[config.mk]
export PLATFORM = sky130hd
export DESIGN_NAME = regfile_mp
export DESIGN_NICKNAME = d
export VERILOG_FILES = /design/src/rtl/regfile_mp_pkg.sv /design/src/rtl/regfile_mp_scoreboard.sv /design/src/rtl/regfile_mp.sv
export SDC_FILE = /design/constraint.sdc
export NUM_CORES = 2
export LEC_CHECK = 0
export CELL_PAD_IN_SITES_DETAIL_PLACEMENT = 1
export CELL_PAD_IN_SITES_GLOBAL_PLACEMENT = 1
export CORE_ASPECT_RATIO = 1.4
export CORE_MARGIN = 3
export CORE_UTILIZATION = 38
export CTS_CLUSTER_SIZE = 12
export DETAILED_ROUTE_END_ITERATION = 10
export GPL_ROUTABILITY_DRIVEN = 0
export GPL_TIMING_DRIVEN = 0
export PLACE_DENSITY_LB_ADDON = 0.1
export SYNTH_ARGS = -nofsm -noshare
export SYNTH_HDL_FRONTEND = slang
export SYNTH_SLANG_ARGS = --single-unit
export TNS_END_PERCENT = 5
[constraint.sdc]
create_clock -name clk -period 3 [get_ports clk]
set_input_delay 0.3 -clock clk [delete_from_list [all_inputs] [get_ports clk]]
set_output_delay 0.3 -clock clk [all_outputs]
set_load 0.02 [all_outputs]
[src/rtl/regfile_mp_pkg.sv]
// Shared types and constants for the multi-port register file.
// Optional feature: define REGFILE_MP_BYPASS_EN to forward same-cycle write data to the read ports.
package regfile_mp_pkg;

    localparam int unsigned XLEN_DEF  = 32;
    localparam int unsigned NREGS_DEF = 32;
    localparam int unsigned AW_DEF    = $clog2(NREGS_DEF);

    typedef logic [AW_DEF-1:0]   reg_addr_t;
    typedef logic [XLEN_DEF-1:0] xlen_t;

    // x0: reads as zero, never stored, never marked busy
    localparam reg_addr_t ZERO_REG = '0;

    // Write port that wins when both ports target the same register
    localparam int unsigned WR_PRIO_PORT = 1;

endpackage

[src/rtl/regfile_mp_scoreboard.sv]
// Busy-bit scoreboard: set on issue, clear on accepted writeback, looked up per read port.
// Optional feature: REGFILE_MP_BYPASS_EN makes a same-cycle writeback hide the busy bit.
module regfile_mp_scoreboard
    import regfile_mp_pkg::*;
#(
    parameter int unsigned NREGS = NREGS_DEF,
    parameter int unsigned NRD   = 2,
    parameter int unsigned NWR   = 2,
    parameter int unsigned AW    = $clog2(NREGS)
) (
    input  logic                    clk,
    input  logic                    rst,
    input  logic [NWR-1:0]          wr_ok_i,
    input  logic [NWR-1:0][AW-1:0]  wr_addr_i,
    input  logic                    iss_en_i,
    input  logic [AW-1:0]           iss_addr_i,
    input  logic [NRD-1:0][AW-1:0]  rd_addr_i,
    output logic [NRD-1:0]          rd_busy_o,
    output logic [NREGS-1:0]        busy_vec_o
);

    logic [NREGS-1:1] busy_q;
    logic [NREGS-1:1] busy_d;
    logic             iss_ok;

    assign iss_ok     = rst && iss_en_i && (iss_addr_i != AW'(ZERO_REG));
    assign busy_vec_o = {busy_q, 1'b0};

    // Next busy state: writebacks clear first, then an issue sets (new producer outstanding)
    always_comb begin
        busy_d = busy_q;
        for (int unsigned p = 0; p < NWR; p++) begin
            if (wr_ok_i[p]) busy_d[wr_addr_i[p]] = 1'b0;
        end
        if (iss_ok) busy_d[iss_addr_i] = 1'b1;
    end

    // Busy flops, cleared asynchronously
    always_ff @(posedge clk or negedge rst) begin
        if (!rst) busy_q <= '0;
        else      busy_q <= busy_d;
    end

    // Per-port busy lookup
    always_comb begin
        for (int unsigned i = 0; i < NRD; i++) begin
            rd_busy_o[i] = 1'b0;
            if (rd_addr_i[i] != AW'(ZERO_REG)) rd_busy_o[i] = busy_q[rd_addr_i[i]];
`ifdef REGFILE_MP_BYPASS_EN
            // A matching writeback retires the producer now, unless a new one issues alongside it
            for (int unsigned p = 0; p < NWR; p++) begin
                if (wr_ok_i[p] && (wr_addr_i[p] == rd_addr_i[i]))
                    rd_busy_o[i] = iss_ok && (iss_addr_i == rd_addr_i[i]);
            end
`endif
        end
    end

endmodule

[src/rtl/regfile_mp.sv]
// Multi-port integer register file with x0 hardwired to zero and a RAW scoreboard.
// Optional feature: define REGFILE_MP_BYPASS_EN to forward same-cycle write data to reads.
module regfile_mp
    import regfile_mp_pkg::*;
#(
    parameter  int unsigned XLEN  = XLEN_DEF,
    parameter  int unsigned NREGS = NREGS_DEF,
    parameter  int unsigned NRD   = 2,
    parameter  int unsigned NWR   = 2,
    localparam int unsigned AW    = $clog2(NREGS)
) (
    input  logic                     clk,
    input  logic                     rst,
    input  logic [NRD-1:0][AW-1:0]   rd_addr,
    output logic [NRD-1:0][XLEN-1:0] rd_data,
    output logic [NRD-1:0]           rd_busy,
    input  logic [NWR-1:0]           wr_en,
    input  logic [NWR-1:0][AW-1:0]   wr_addr,
    input  logic [NWR-1:0][XLEN-1:0] wr_data,
    input  logic                     iss_en,
    input  logic [AW-1:0]            iss_addr,
    output logic [NREGS-1:0]         busy_vec
);

    // Highest-priority port, folded to port 0 when only one write port exists
    localparam int unsigned HI = (WR_PRIO_PORT < NWR) ? WR_PRIO_PORT : 0;

    logic [XLEN-1:0] regs_q [1:NREGS-1];
    logic [XLEN-1:0] regs_d [1:NREGS-1];
    logic [NWR-1:0]  wr_ok;

    // A write is accepted only out of reset and when it targets a real register
    always_comb begin
        for (int unsigned p = 0; p < NWR; p++)
            wr_ok[p] = rst && wr_en[p] && (wr_addr[p] != AW'(ZERO_REG));
    end

    // Write arbitration: low-priority ports first, the priority port last so it overrides
    always_comb begin
        regs_d = regs_q;
        for (int unsigned p = 0; p < NWR; p++) begin
            if (p != HI && wr_ok[p]) regs_d[wr_addr[p]] = wr_data[p];
        end
        if (wr_ok[HI]) regs_d[wr_addr[HI]] = wr_data[HI];
    end

    // Register storage, cleared asynchronously
    always_ff @(posedge clk or negedge rst) begin
        if (!rst) begin
            for (int unsigned r = 1; r < NREGS; r++) regs_q[r] <= '0;
        end else begin
            regs_q <= regs_d;
        end
    end

    // Read muxes, with optional same-cycle forwarding from the write ports
    always_comb begin
        for (int unsigned i = 0; i < NRD; i++) begin
            rd_data[i] = '0;
            if (rst && rd_addr[i] != AW'(ZERO_REG)) rd_data[i] = regs_q[rd_addr[i]];
`ifdef REGFILE_MP_BYPASS_EN
            for (int unsigned p = 0; p < NWR; p++) begin
                if (p != HI && wr_ok[p] && wr_addr[p] == rd_addr[i]) rd_data[i] = wr_data[p];
            end
            if (wr_ok[HI] && wr_addr[HI] == rd_addr[i]) rd_data[i] = wr_data[HI];
`endif
        end
    end

    regfile_mp_scoreboard #(
        .NREGS (NREGS),
        .NRD   (NRD),
        .NWR   (NWR),
        .AW    (AW)
    ) u_sb (
        .clk        (clk),
        .rst        (rst),
        .wr_ok_i    (wr_ok),
        .wr_addr_i  (wr_addr),
        .iss_en_i   (iss_en),
        .iss_addr_i (iss_addr),
        .rd_addr_i  (rd_addr),
        .rd_busy_o  (rd_busy),
        .busy_vec_o (busy_vec)
    );

endmodule

Word-level counts from Yosys, hierarchy flattened

Index checks and enable logic that the tools add are counted.

Word-level logic and storage cells: 104
Output and inout port bits: 98
Register bits: 1,023
Input bits: 94

Bitwise operators: 9
Magnitude comparators: 14
Muxes and demuxes: 31
Reduce and logical (&&, ||, !) cells: 18

Operators with widths:

| kind                                                              | number |
|---|---|
| bitwise mux 992 bit                                               | 2 |
| 2-to-1 mux 992 bit                                                | 2 |
| binary-select mux 32 bit (select 5 bit)                           | 2 |
| demux 32 bit (select 5 bit)                                       | 2 |
| 2-to-1 mux 32 bit                                                 | 8 |
| 2-to-1 mux 31 bit                                                 | 3 |
| bitwise AND 31 bit                                                | 2 |
| inverter 31 bit                                                   | 2 |
| OR 31 bit                                                         | 1 |
| < comparator 5 x 6 -> 1 bit, second input constant                | 5 |
| nonzero test 5 bit                                                | 5 |
| greater-or-equal comparator 6 bit, second input constant          | 4 |
| inverter 5 -> 6 bit                                               | 4 |
| demux 1 bit (select 5 bit)                                        | 3 |
| greater-or-equal comparator 5 x 1 -> 1 bit, second input constant | 3 |
| logical AND 1 bit                                                 | 13 |
| < comparator 6 x 1 -> 1 bit, second input constant                | 2 |
| binary-select mux 1 bit (select 5 bit)                            | 2 |
| 2-to-1 mux 1 bit                                                  | 7 |

Logic depth before layout (Yosys ltp)

Word-level depth: 11
Mapped depth: 8

Hierarchy

Synthesis repeated with hierarchy kept, for this count alone.

Cells, all modules: 6,385
Area total of the unflattened synthesis: 65,891.9 um^2

Modules (own cells, without submodules):

| module                | cells each | times used | area an instance (um^2) | seq. area each (um^2) |
|---|---|---|---|---|
| regfile_mp            | 6,165      | 1          | 63,643.5                | 24,823.8 |
| regfile_mp_scoreboard | 220        | 1          | 2,248.4                 | 775.7 |

Worst setup path before layout

Ideal clock, no wire load.

Path type: input port to output port
From: input rd_addr[5] (netlist name)
To: output rd_busy[1]
Setup slack: 760 ps
Data required time: 2,700 ps
Stages on the path: 7
Path buffers: 3
Data arrival time: 1,940 ps
Path through: buf_4 > buf_4 > buf_4 > nor2_1 > a22oi_1 > a21o_1 > a311oi_1

Cells in the longest elaborated chain, start to end: 3
Elaborated cells between the ends (all ways): 4
Classes of those cells: 3 x mux; 1 x reduce/logical

Ends and longest elaborated chain:

| item                                   | RTL line                    | RTL |
|---|---|---|
| start, declared                        | regfile_mp.sv:14            | `input logic [NRD-1:0][AW-1:0] rd_addr,` |
| binary-select mux 1 bit (select 5 bit) | regfile_mp_scoreboard.sv:48 | `if (rd_addr_i[i] != AW'(ZERO_REG)) rd_busy_o[i] = busy_q[rd_addr_i[i]];` |
| 2-to-1 mux 1 bit (implied by the code) | regfile_mp_scoreboard.sv:48 |  |
| 2-to-1 mux 1 bit *                     | regfile_mp_scoreboard.sv:48 |  |
| end, declared                          | regfile_mp.sv:16            | `output logic [NRD-1:0] rd_busy,` |

Mark *: on every way between the ends. The rest lies on a longest branch, timed or not. The select of a mux whose other input is x is not followed.

==> summary.txt <==
Status
  • Result of the run: finished with violations
  • Violations in the final reports: max-capacitance violations, max-slew violations, negative setup slack

STA
  • Pin slew with the least headroom to its limit: 1.50 ns
  • Post-route minimum period: 3.53 ns
  • Skew final: 0 ns
  • Final hold violation count: 0
  • Tcrit/Tclk final: 118%
  • Relative slew slack: -0.213%
  • Number of pins exceeding their max-slew limit in the final report: 10
  • Setup-violating endpoint count in the final report: 54
  • Achievable frequency: 0.283 GHz
  • Minimum hold slack: 0.0309 ns
  • Unrepaired setup endpoints after global routing: true
  • Worst-case setup margin in the final layout: -0.532 ns

Global route
  • Number of antenna violations at the first check in global routing: 21
  • Tot GR Track Use: 40.5%
  • Maximum number of pins on one net before global-route repair: 162
  • Number of global-route vias before repair: 61.9k
  • Overall overflow remaining after global route: 0
  • First-pass GRT wire length: 496,000 um

Clock tree
  • Clock latency on the worst-skew pair: 0.82 ns
  • Clock slew at the register clock pins of the worst setup and hold paths: 0.06 ns
  • Clk Tree Root Cell: sky130_fd_sc_hd__clkbuf_16
  • Count of H-tree levels built during CTS: 3
  • Total CTS buffers: 115
  • Buffer depth of the longest clock path: 3
  • Clock tree from TritonCTS: built
  • # clock sinks: 1,023

Setup path
  • Worst path arrival time: 3.23 ns
  • Cell type with the highest occurrence count on the critical path: sky130_fd_sc_hd__a22oi_2
  • CP bufs+invs: 1
  • Slowest-stage cell, CP: sky130_fd_sc_hd__a22oi_2
  • Kind of capture point of the worst setup path: primary output
  • Number of cells traversed by the worst register-to-register path: 2
  • Logic depth of the worst setup path including buffers: 4
  • CP delay by family, top: compound AO/OA/AOI/OAI gates
  • Category of the most critical setup path: reg2out
  • CP Launch Type: flop
  • Peak fanout along the critical path: 3
  • Critical path data required time: 2.70 ns
  • Delay contributed by the slowest stage of the critical path: 0.85 ns
  • Crit path cell chain: mux4_2, a22oi_2, a22oi_2, buf_6

Floorplanning
  • Vert. Die Dim: 496 um
  • Die Outline Area: 0.176 mm^2
  • Die span in x: 356 um
  • I/O pins: 192
  • Number of standard-cell rows in the floorplan: 179
  • Area inside the core boundary: 0.170 mm^2
  • Starting Density: 38.3%

Layout
  • Share of post-route cells with drive strength above 1: 19.2%
  • Layout overhead on the synthesized area: 17.5%
  • Post-route cell area: 0.0766 mm^2
  • Number of standard cells in the layout, taps in and fillers out: 9,184
  • Post-layout net count: 6,909

Synthesis
  • Netlist area before placement: 0.0651 mm^2
  • Synth Warn #: 0
  • Post-synth EDFFs: 0
  • Synthesized instance count: 6,483
  • Number of flip-flops and latches in the synthesized netlist: 1,023
  • Synthesized area per cell: 10.0 um^2
  • Netlist cell types: 67
  • Part of the Yosys area used for sequential elements: 39.3%
  • Syn Nets: 6,577
  • Most frequently used flop master after synthesis: sky130_fd_sc_hd__dfrtp_1
  • Async SR Flop Fraction: 100%

Drt
  • Total routed wirelength: 364,000 um
  • Average detailed-routed wire length per instance: 39.6 um
  • Detail Route Antenna Nets: 0
  • Number of violations reported at the end of detailed-routing iteration 0: 6,368
  • First drt pass iteration count: 6
  • DRC errors left: 0
  • Via-per-instance ratio: 6.57
  • Total number of vias: 60.3k

Job
  • Max-Cap Viols: 1

Placed design
  • Detailed placement HPWL: 284,000 um
  • Placed Cells: 8,933
  • IO buf count: 177
  • DP Area: 0.0700 mm^2

Pwr
  • Total Power: 48.8 mW
  • Static power due to leakage: 32.9 nW
  • Maximum vdd drop: 0.000539 V
  • Power per cell area: 637 mW/mm^2

Worst hold path
  • Type of the tightest min-delay check: in2async
final timing paths:
path / startpoint / to / slack, ns
setup reg to reg: regs_q[841] / regs_q[841] / 2.01
min in group clk: wr_data[15] / regs_q[175] / 0.09
max in group asynchronous: rst / regs_q[11] / 0.75
setup / recovery: regs_q[21] / rd_data[21] / -0.53
hold / removal: rst / regs_q[388] / 0.03
hold reg to reg: u_sb.busy_q[21] / u_sb.busy_q[21] / 0.57
where the power goes:
part / switching [mW] / internal (mW)
registers: 3.36 / 17.0
clock network: 6.71 / 8.76
logic: 7.36 / 5.54
total: 17.4 / 31.3
Yosys cell counts (18+ instances only):
cell	number	area, um^2
sky130_fd_sc_hd__clkbuf_1	407	1530
sky130_fd_sc_hd__o21ai_0	271	1360
sky130_fd_sc_hd__nand3_1	72	360
sky130_fd_sc_hd__nand4_1	66	413
sky130_fd_sc_hd__mux4_2	200	4500
sky130_fd_sc_hd__a22oi_1	324	2430
sky130_fd_sc_hd__nand2_1	637	2390
sky130_fd_sc_hd__o221ai_1	64	561
sky130_fd_sc_hd__dfrtp_1	1023	25600
sky130_fd_sc_hd__nor2b_1	18	113
sky130_fd_sc_hd__o21ai_1	360	1800
sky130_fd_sc_hd__buf_6	32	360
sky130_fd_sc_hd__a221o_1	66	661
sky130_fd_sc_hd__mux2i_1	1441	14400
sky130_fd_sc_hd__nor2_1	384	1440
sky130_fd_sc_hd__a21oi_2	28	245
sky130_fd_sc_hd__a21oi_1	421	2110
sky130_fd_sc_hd__buf_1	53	199
sky130_fd_sc_hd__mux2_2	78	878
sky130_fd_sc_hd__buf_2	181	906
sky130_fd_sc_hd__nor2_2	29	181
sky130_fd_sc_hd__nor3_1	21	105
sky130_fd_sc_hd__a32oi_1	67	587
sky130_fd_sc_hd__buf_4	107	803
cell usage in the layout (no fill, tap or decap), types with 67 or more instances in the layout:
cell and instances:
sky130_fd_sc_hd__buf_4 126, sky130_fd_sc_hd__a32oi_1 67, sky130_fd_sc_hd__mux2i_1 1441, sky130_fd_sc_hd__buf_2 163
sky130_fd_sc_hd__nor2_1 380, sky130_fd_sc_hd__a22oi_1 130, sky130_fd_sc_hd__o21ai_0 271, sky130_fd_sc_hd__clkdlybuf4s50_1 104
sky130_fd_sc_hd__clkbuf_1 329, sky130_fd_sc_hd__o21ai_1 360, sky130_fd_sc_hd__clkbuf_16 117, sky130_fd_sc_hd__a22oi_2 194
sky130_fd_sc_hd__mux2_2 78, sky130_fd_sc_hd__nand2_1 637, sky130_fd_sc_hd__mux4_2 200, sky130_fd_sc_hd__dfrtp_1 1019
sky130_fd_sc_hd__a21oi_1 415
worst reg2reg max path, stage by stage (launching register included):
cell                      delay (ns)
sky130_fd_sc_hd__dfrtp_1        0.43
sky130_fd_sc_hd__a32oi_1        0.30
sky130_fd_sc_hd__a21oi_1        0.12
registers in the layout (all words and copies together), names as in the netlist:
register,count
regs_q,992
u_sb.busy_q,31
cell families after synthesis:
logic type / synth area share [%]
simple gates: 8.94
mux: 30.4
buf+inv: 5.91
compound gates: 15.4
other cells: 0.00576
flops: 39.3
area by class of cell:
cell class / instances / area (um^2)
antenna: 11 / 27.5
sequential: 1023 / 25600
timing repair buffer: 222 / 2590
inverter: 7 / 26.3
buffer: 777 / 4690
clock buffer: 169 / 3400
tap: 2262 / 2830
clock inverter: 44 / 532
multi-input combinational: 4669 / 36900
fill: 18900 / 93700
per-layer routing:
metal | track usage, % | wire length, um | vias to the layer above
met3 | 8.23 | 25600 | 1352
met2 | 62.3 | 161000 | 3477
met5 | 0 | 36 | -
met4 | 40.4 | 44700 | 6
li1 | - | - | 24600
met1 | 46.3 | 132000 | 30900
stage by stage:
| stage | setup slack (ns) | utilization, % | setup TNS, ns |
|---|---|---|---|
| 5_1_grt | -0.486 | 45.0 | -3.13 |
| 2_1_floorplan | 0.760 | - | 0 |
| 6_report | -0.532 | 45.0 | -5.59 |
| 3_5_place_dp | -3.48 | 41.1 | -2219.38 |
| 4_1_cts | -0.0785 | 44.9 | -0.249 |
| 3_3_place_gp | -49.75 | 41.0 | - |
repair_timing:
item	in CTS	in global routing
resized for setup	799	35
cloned	14	0
hold endpoints to repair	344	0
hold buffers	8	0
pin swaps	133	14
endpoints found under the setup margin	1089	53
buffers inserted	11	0
No activity file was read; power rests on OpenSTA's default activity.
